[src/rtl/alu_share_arbiter_pkg.sv]
// Shared definitions for the two-requester ALU sharing block: data width,
// ALU control encoding, operation/response records and slot helpers.
package alu_share_arbiter_pkg;

   localparam int DATA_W  = 32;
   localparam int CTRL_W  = 4;
   localparam int NUM_REQ = 2;

   // Control codes understood by the shared combinational ALU
   typedef enum logic [CTRL_W-1:0] {
      ALU_ADD  = 4'b0000,
      ALU_SUB  = 4'b0001,
      ALU_SLL  = 4'b0010,
      ALU_SLT  = 4'b0011,
      ALU_SLTU = 4'b0100,
      ALU_XOR  = 4'b0101,
      ALU_SRL  = 4'b0110,
      ALU_SRA  = 4'b0111,
      ALU_OR   = 4'b1000,
      ALU_AND  = 4'b1001
   } alu_ctrl_e;

   // One operation as presented by a requester
   typedef struct packed {
      logic [DATA_W-1:0] a;
      logic [DATA_W-1:0] b;
      logic [CTRL_W-1:0] ctrl;
   } alu_op_t;

   // One captured ALU response
   typedef struct packed {
      logic [DATA_W-1:0] result;
      logic              zero;
   } alu_rsp_t;

   localparam alu_op_t  ALU_OP_IDLE  = '0;
   localparam alu_rsp_t ALU_RSP_NONE = '0;

   // A 1-deep slot can take a new result when empty or being drained now
   function automatic logic slot_free(input logic vld, input logic rdy);
      return (!vld) || rdy;
   endfunction

endpackage

[src/rtl/rr_arbiter2.sv]
// Two-way arbiter. Grant is combinational from eligibility; a one-bit
// last_grant pointer gives round-robin fairness unless FIXED_PRIO is set,
// in which case requester 0 always wins a contest.
module rr_arbiter2
   import alu_share_arbiter_pkg::*;
#(
   parameter bit FIXED_PRIO = 1'b0
) (
   input  logic       clk,
   input  logic       rst_n,
   input  logic [1:0] elig,
   output logic [1:0] grant
);

   logic last_grant;
   logic prefer_req0;

   // Requester 0 wins a contest in fixed mode, or when requester 1 won last
   assign prefer_req0 = FIXED_PRIO || last_grant;

   // Grant at most one eligible requester
   always_comb begin
      grant = 2'b00;
      unique case (elig)
         2'b01:   grant = 2'b01;
         2'b10:   grant = 2'b10;
         2'b11:   grant = prefer_req0 ? 2'b01 : 2'b10;
         default: grant = 2'b00;
      endcase
   end

   // Pointer moves only on an accepted grant; reset favours requester 0 first
   always_ff @(posedge clk or negedge rst_n) begin
      if (!rst_n) begin
         last_grant <= 1'b1;
      end else if (|grant) begin
         last_grant <= grant[1];
      end
   end

endmodule

[src/rtl/alu_share_arbiter.sv]
// Shares one combinational ALU between two requesters. Each requester owns a
// 1-deep response slot; a requester may only be granted when its slot is
// free, so an accepted operation always has somewhere to land one cycle later.
module alu_share_arbiter
   import alu_share_arbiter_pkg::*;
#(
   parameter bit FIXED_PRIO = 1'b0
) (
   input  logic              clk,
   input  logic              rst_n,

   input  logic              req0_valid,
   output logic              req0_ready,
   input  logic [DATA_W-1:0] req0_a,
   input  logic [DATA_W-1:0] req0_b,
   input  logic [CTRL_W-1:0] req0_ctrl,

   input  logic              req1_valid,
   output logic              req1_ready,
   input  logic [DATA_W-1:0] req1_a,
   input  logic [DATA_W-1:0] req1_b,
   input  logic [CTRL_W-1:0] req1_ctrl,

   output logic              rsp0_valid,
   input  logic              rsp0_ready,
   output logic [DATA_W-1:0] rsp0_result,
   output logic              rsp0_zero,

   output logic              rsp1_valid,
   input  logic              rsp1_ready,
   output logic [DATA_W-1:0] rsp1_result,
   output logic              rsp1_zero,

   output logic [DATA_W-1:0] alu_a,
   output logic [DATA_W-1:0] alu_b,
   output logic [CTRL_W-1:0] alu_ctrl,
   input  logic [DATA_W-1:0] alu_result,
   input  logic              alu_zero
);

   // ---- p0: request side, arbitration and ALU operand mux ----
   logic [NUM_REQ-1:0] req_vld_p0;
   logic [NUM_REQ-1:0] rsp_rdy_p0;
   logic [NUM_REQ-1:0] slot_free_p0;
   logic [NUM_REQ-1:0] elig_p0;
   logic [NUM_REQ-1:0] grant_p0;
   alu_op_t            req_op_p0 [NUM_REQ];
   alu_op_t            alu_op_p0;
   alu_rsp_t           alu_rsp_p0;
   logic               run_en;

   // ---- p1: registered response slots ----
   logic [NUM_REQ-1:0] vld_p1;
   alu_rsp_t           slot_p1 [NUM_REQ];

   assign req_vld_p0 = {req1_valid, req0_valid};
   assign rsp_rdy_p0 = {rsp1_ready, rsp0_ready};
   assign req_op_p0[0] = '{a: req0_a, b: req0_b, ctrl: req0_ctrl};
   assign req_op_p0[1] = '{a: req1_a, b: req1_b, ctrl: req1_ctrl};

   // Arbitration is held off until the first clock edge after reset release,
   // so nothing is accepted while rst_n is low or on the release edge itself
   always_ff @(posedge clk or negedge rst_n) begin
      if (!rst_n) begin
         run_en <= 1'b0;
      end else begin
         run_en <= 1'b1;
      end
   end

   // Eligibility: valid request whose response slot can accept a result
   always_comb begin
      for (int n = 0; n < NUM_REQ; n++) begin
         slot_free_p0[n] = slot_free(vld_p1[n], rsp_rdy_p0[n]);
         elig_p0[n]      = run_en && req_vld_p0[n] && slot_free_p0[n];
      end
   end

   rr_arbiter2 #(
      .FIXED_PRIO (FIXED_PRIO)
   ) u_arb (
      .clk   (clk),
      .rst_n (rst_n),
      .elig  (elig_p0),
      .grant (grant_p0)
   );

   assign req0_ready = grant_p0[0];
   assign req1_ready = grant_p0[1];

   // Steer the granted requester's operation to the shared ALU; idle drives 0
   always_comb begin
      alu_op_p0 = ALU_OP_IDLE;
      if (grant_p0[0]) begin
         alu_op_p0 = req_op_p0[0];
      end else if (grant_p0[1]) begin
         alu_op_p0 = req_op_p0[1];
      end
   end

   assign alu_a      = alu_op_p0.a;
   assign alu_b      = alu_op_p0.b;
   assign alu_ctrl   = alu_op_p0.ctrl;
   assign alu_rsp_p0 = '{result: alu_result, zero: alu_zero};

   // ---- p0 -> p1: response slot capture ----
   for (genvar n = 0; n < NUM_REQ; n++) begin : g_slot
      // Load on grant (refill wins over drain), clear valid on drain only,
      // otherwise hold; result/zero keep their last value after a drain
      always_ff @(posedge clk or negedge rst_n) begin
         if (!rst_n) begin
            vld_p1[n]  <= 1'b0;
            slot_p1[n] <= ALU_RSP_NONE;
         end else if (grant_p0[n]) begin
            vld_p1[n]  <= 1'b1;
            slot_p1[n] <= alu_rsp_p0;
         end else if (rsp_rdy_p0[n]) begin
            vld_p1[n]  <= 1'b0;
         end
      end
   end

   assign rsp0_valid  = vld_p1[0];
   assign rsp0_result = slot_p1[0].result;
   assign rsp0_zero   = slot_p1[0].zero;
   assign rsp1_valid  = vld_p1[1];
   assign rsp1_result = slot_p1[1].result;
   assign rsp1_zero   = slot_p1[1].zero;

endmodule

[config.mk]
export PLATFORM = sky130hd
export DESIGN_NAME = alu_share_arbiter
export DESIGN_NICKNAME = d
export VERILOG_FILES = /design/src/rtl/alu_share_arbiter_pkg.sv /design/src/rtl/rr_arbiter2.sv /design/src/rtl/alu_share_arbiter.sv
export SDC_FILE = /design/constraint.sdc
export NUM_CORES = 1
export LEC_CHECK = 0
export ABC_AREA = 0
export CAP_MARGIN = 20
export CORE_AREA = 2 2 120 122
export DETAILED_ROUTE_END_ITERATION = 8
export DIE_AREA = 0 0 122 124
export PLACE_DENSITY_LB_ADDON = 0.25
export SLEW_MARGIN = 20
export SYNTH_ARGS = -nofsm -noshare
export SYNTH_HDL_FRONTEND = slang
export SYNTH_HIERARCHICAL = 1
export SYNTH_SLANG_ARGS = --single-unit
[constraint.sdc]
create_clock -name clk -period 2.9 [get_ports clk]
set_clock_uncertainty 0.15 [all_clocks]
set_input_delay 0.725 -clock clk [delete_from_list [all_inputs] [get_ports clk]]
set_output_delay 0.725 -clock clk [all_outputs]
set_load 0.03 [all_outputs]
==> impl_metrics.env <==
export IMPL_holdWs_ps=260
export IMPL_synthCells=244
export IMPL_synth_seq_area_share_pct=52.6
export IMPL_synth_top_area_share_pct=51.8
export IMPL_place_congestion=0.844
export IMPL_fillCellCount=1045
export IMPL_place_ws_ps=-463
export IMPL_fin_total_pwr_mw=4.85
export IMPL_async_flop_share_pct=100
export IMPL_min_path_type="input pin to asynchronous set/reset pin"
export IMPL_drt_pass1_iterations=4
export IMPL_grt_pass1_vias=4013
export IMPL_antenna_found_initial=4
export IMPL_cts_root_buffer="clkbuf_16"
export IMPL_rsz0062_at_grt="true"
export IMPL_viasPerCell=4.69
export IMPL_die_area_mm2=0.0151
export IMPL_vdd_ir_drop_max_v=0.000531
export IMPL_nNetsFinal=765
export IMPL_coreArea_mm2=0.0137
export IMPL_powerDensity_mw_per_mm2=569
export IMPL_synthFlopType="dfrtp_1"
export IMPL_syn2layout_area_growth_pct=156
export IMPL_fp_row_count=43
export IMPL_final_antenna_net_count=0
export IMPL_synth_cell_type_count=17
export IMPL_die_h_um=124
export IMPL_fin_ws_ps=-161
export IMPL_setup_viol=66
export IMPL_dp_cells=736
export IMPL_synthTopCellsByArea="dfrtp_1 (52%), mux2_2 (22%), a22o_1 (17%)"
export IMPL_cp_arrival_ps=2190
export IMPL_final_util_pct=62.1
export IMPL_synth_seq_cells=70
export IMPL_initialDrtViolationCount=97
export IMPL_die_x_um=122
export IMPL_hpwl_um=12500
export IMPL_cts_buffers=9
export IMPL_h_tree_depth=3
export IMPL_io_buffers=312
export IMPL_grt_overflow=0
export IMPL_gr_usage_all_layers_pct=21.2
export IMPL_clock_sinks=70
export IMPL_crit_path_end_kind="primary output"
export IMPL_critPathKind="input pin to primary output"
export IMPL_drv_slew=0
export IMPL_fin_crit_sh_pct=106
export IMPL_status="complete, but fails checks"
export IMPL_num_vias=3654
export IMPL_start_util_pct=24.3
export IMPL_grt_pass1_wl_um=23900
export IMPL_ios=313
export IMPL_synth_edf_count=0
export IMPL_violations="negative setup slack"
export IMPL_syn_num_nets=419
export IMPL_drc=0
export IMPL_routedWlPerCell_um=22.0
export IMPL_drive_above_1_share_pct=46.9
export IMPL_grt_max_degree=71
export IMPL_cts_path_max_buffers=2
export IMPL_start_kind="input pin"
export IMPL_hold_viol=0
export IMPL_crit_fanout=8
export IMPL_wirelength_um=17100
export IMPL_crit_required_ps=2030
export IMPL_clock_latency_ps=320
export IMPL_p_leak_nw=3.71
export IMPL_ys_warn_count=6
export IMPL_yosysTopAreaCell="dfrtp_1"
export IMPL_synth_common_cells="dfrtp_1 (69), a22o_1 (66), mux2_2 (66)"
export IMPL_period_needed_ps=3060
export IMPL_maxCapViolCount=0
export IMPL_max_freq_mhz=327
export IMPL_hold_buffers=0
export IMPL_synth_most_common_cell="dfrtp_1"
export IMPL_clkTransAtPathRegs_ps=60
export IMPL_synth_avg_cell_area_um2=13.7
export IMPL_tritoncts="built"
export IMPL_synthesis_area_mm2=0.00333
export IMPL_fin_cells=779
## state kept, by name (all words and copies together) (netlist names)
| signal | count |
|---|---|
| rsp0_result | 32 |
| rsp1_zero | 1 |
| rsp0_zero | 1 |
| rsp0_valid | 1 |
| rsp1_result | 32 |
| run_en | 1 |
| u_arb/last_grant | 1 |
| rsp1_valid | 1 |
## layout make-up
cell class                 instances  area, µm²  share of cell area, %
clock inverter                     6        116                   1.36
inverter                           1       3.75                 0.0440
tap                              180        225                   2.64
sequential                        70       1750                   20.6
clock buffer                      10        239                   2.80
multi-input combinational        150       2080                   24.4
antenna                            4       10.0                  0.117
timing repair buffer             358       4100                   48.1
## cell families (layout without fill, tap and decap cells)
group / after synthesis / count (layout) / share of synthesized area [%]
buffers and inverters: 24 / 375 / 4.55
muxes: 66 / 66 / 22.3
AOI/OAI and AO/OA: 70 / 70 / 18.0
other: 1 / 5 / 0.113
and+or+nand+nor: 13 / 13 / 2.37
DFF: 70 / 70 / 52.6
## critical path, cell delays in order
cell	delay, ps
buf_6	90
nand2b_4	130
and3_4	160
nand2b_1	70
and2_4	170
nor2b_4	60
buf_12	150
buf_12	130
buf_16	130
a22o_4	230
buf_12	130
## per-stage QoR
stage                     area (µm²)  TNS [ps]
final                           8530     -6380
after global routing            8520     -8800
after CTS                       8350     -7770
after detailed placement        7360    -32190
after global placement          7360    -31640
after floorplan                 3960     -3190
## layer usage
metal / GRT usage [%] / vias up / routed length [µm]
met5: 0 / - / 0
met3: 8.10 / 32 / 1600
met4: 8.62 / 0 / 572
met2: 36.1 / 208 / 8540
met1: 23.9 / 1783 / 6410
li1: - / 1631 / -
## layout by cell type (no fill, tap or decap), drive strengths merged, types with 2 or more instances in the layout
master | Yosys | final
and3 | 2 | 2
bufinv | 0 | 3
a22o | 66 | 66
clkdlybuf4s50 | 0 | 237
nand2 | 4 | 4
inv | 1 | 3
clkbuf | 1 | 14
mux2 | 66 | 66
diode | 0 | 4
nand2b | 5 | 5
buf | 22 | 115
o21ai | 3 | 3
dfrtp | 69 | 69
## path summary, 6_finish.rpt
path / cells past startpoint / from / to / slack, ps
max in group asynchronous: 2 / rst_n / u_arb/last_grant / 2000
worst max-delay path: 11 / rsp1_ready / alu_b[31] / -160
worst max register to register: 11 / rsp1_valid / rsp0_result[4] / 700
min in group clk: 1 / rsp0_result[22] / rsp0_result[22] / 350
worst min-delay path: 2 / rst_n / rsp0_result[12] / 260
worst min register to register: 1 / rsp0_result[22] / rsp0_result[22] / 350
## power breakdown
| group | switching [mW] | internal (mW) |
|---|---|---|
| Clock | 0.423 | 0.871 |
| Combinational | 1.07 | 1.17 |
| Sequential | 0.117 | 1.20 |
## repair_timing
action	in CTS	in global routing
setup endpoints to repair	69	69
buffers inserted	10	4
pin swaps	6	7
cloned	8	5
gates resized for setup	98	17
Power figures use the tool's default switching activity.
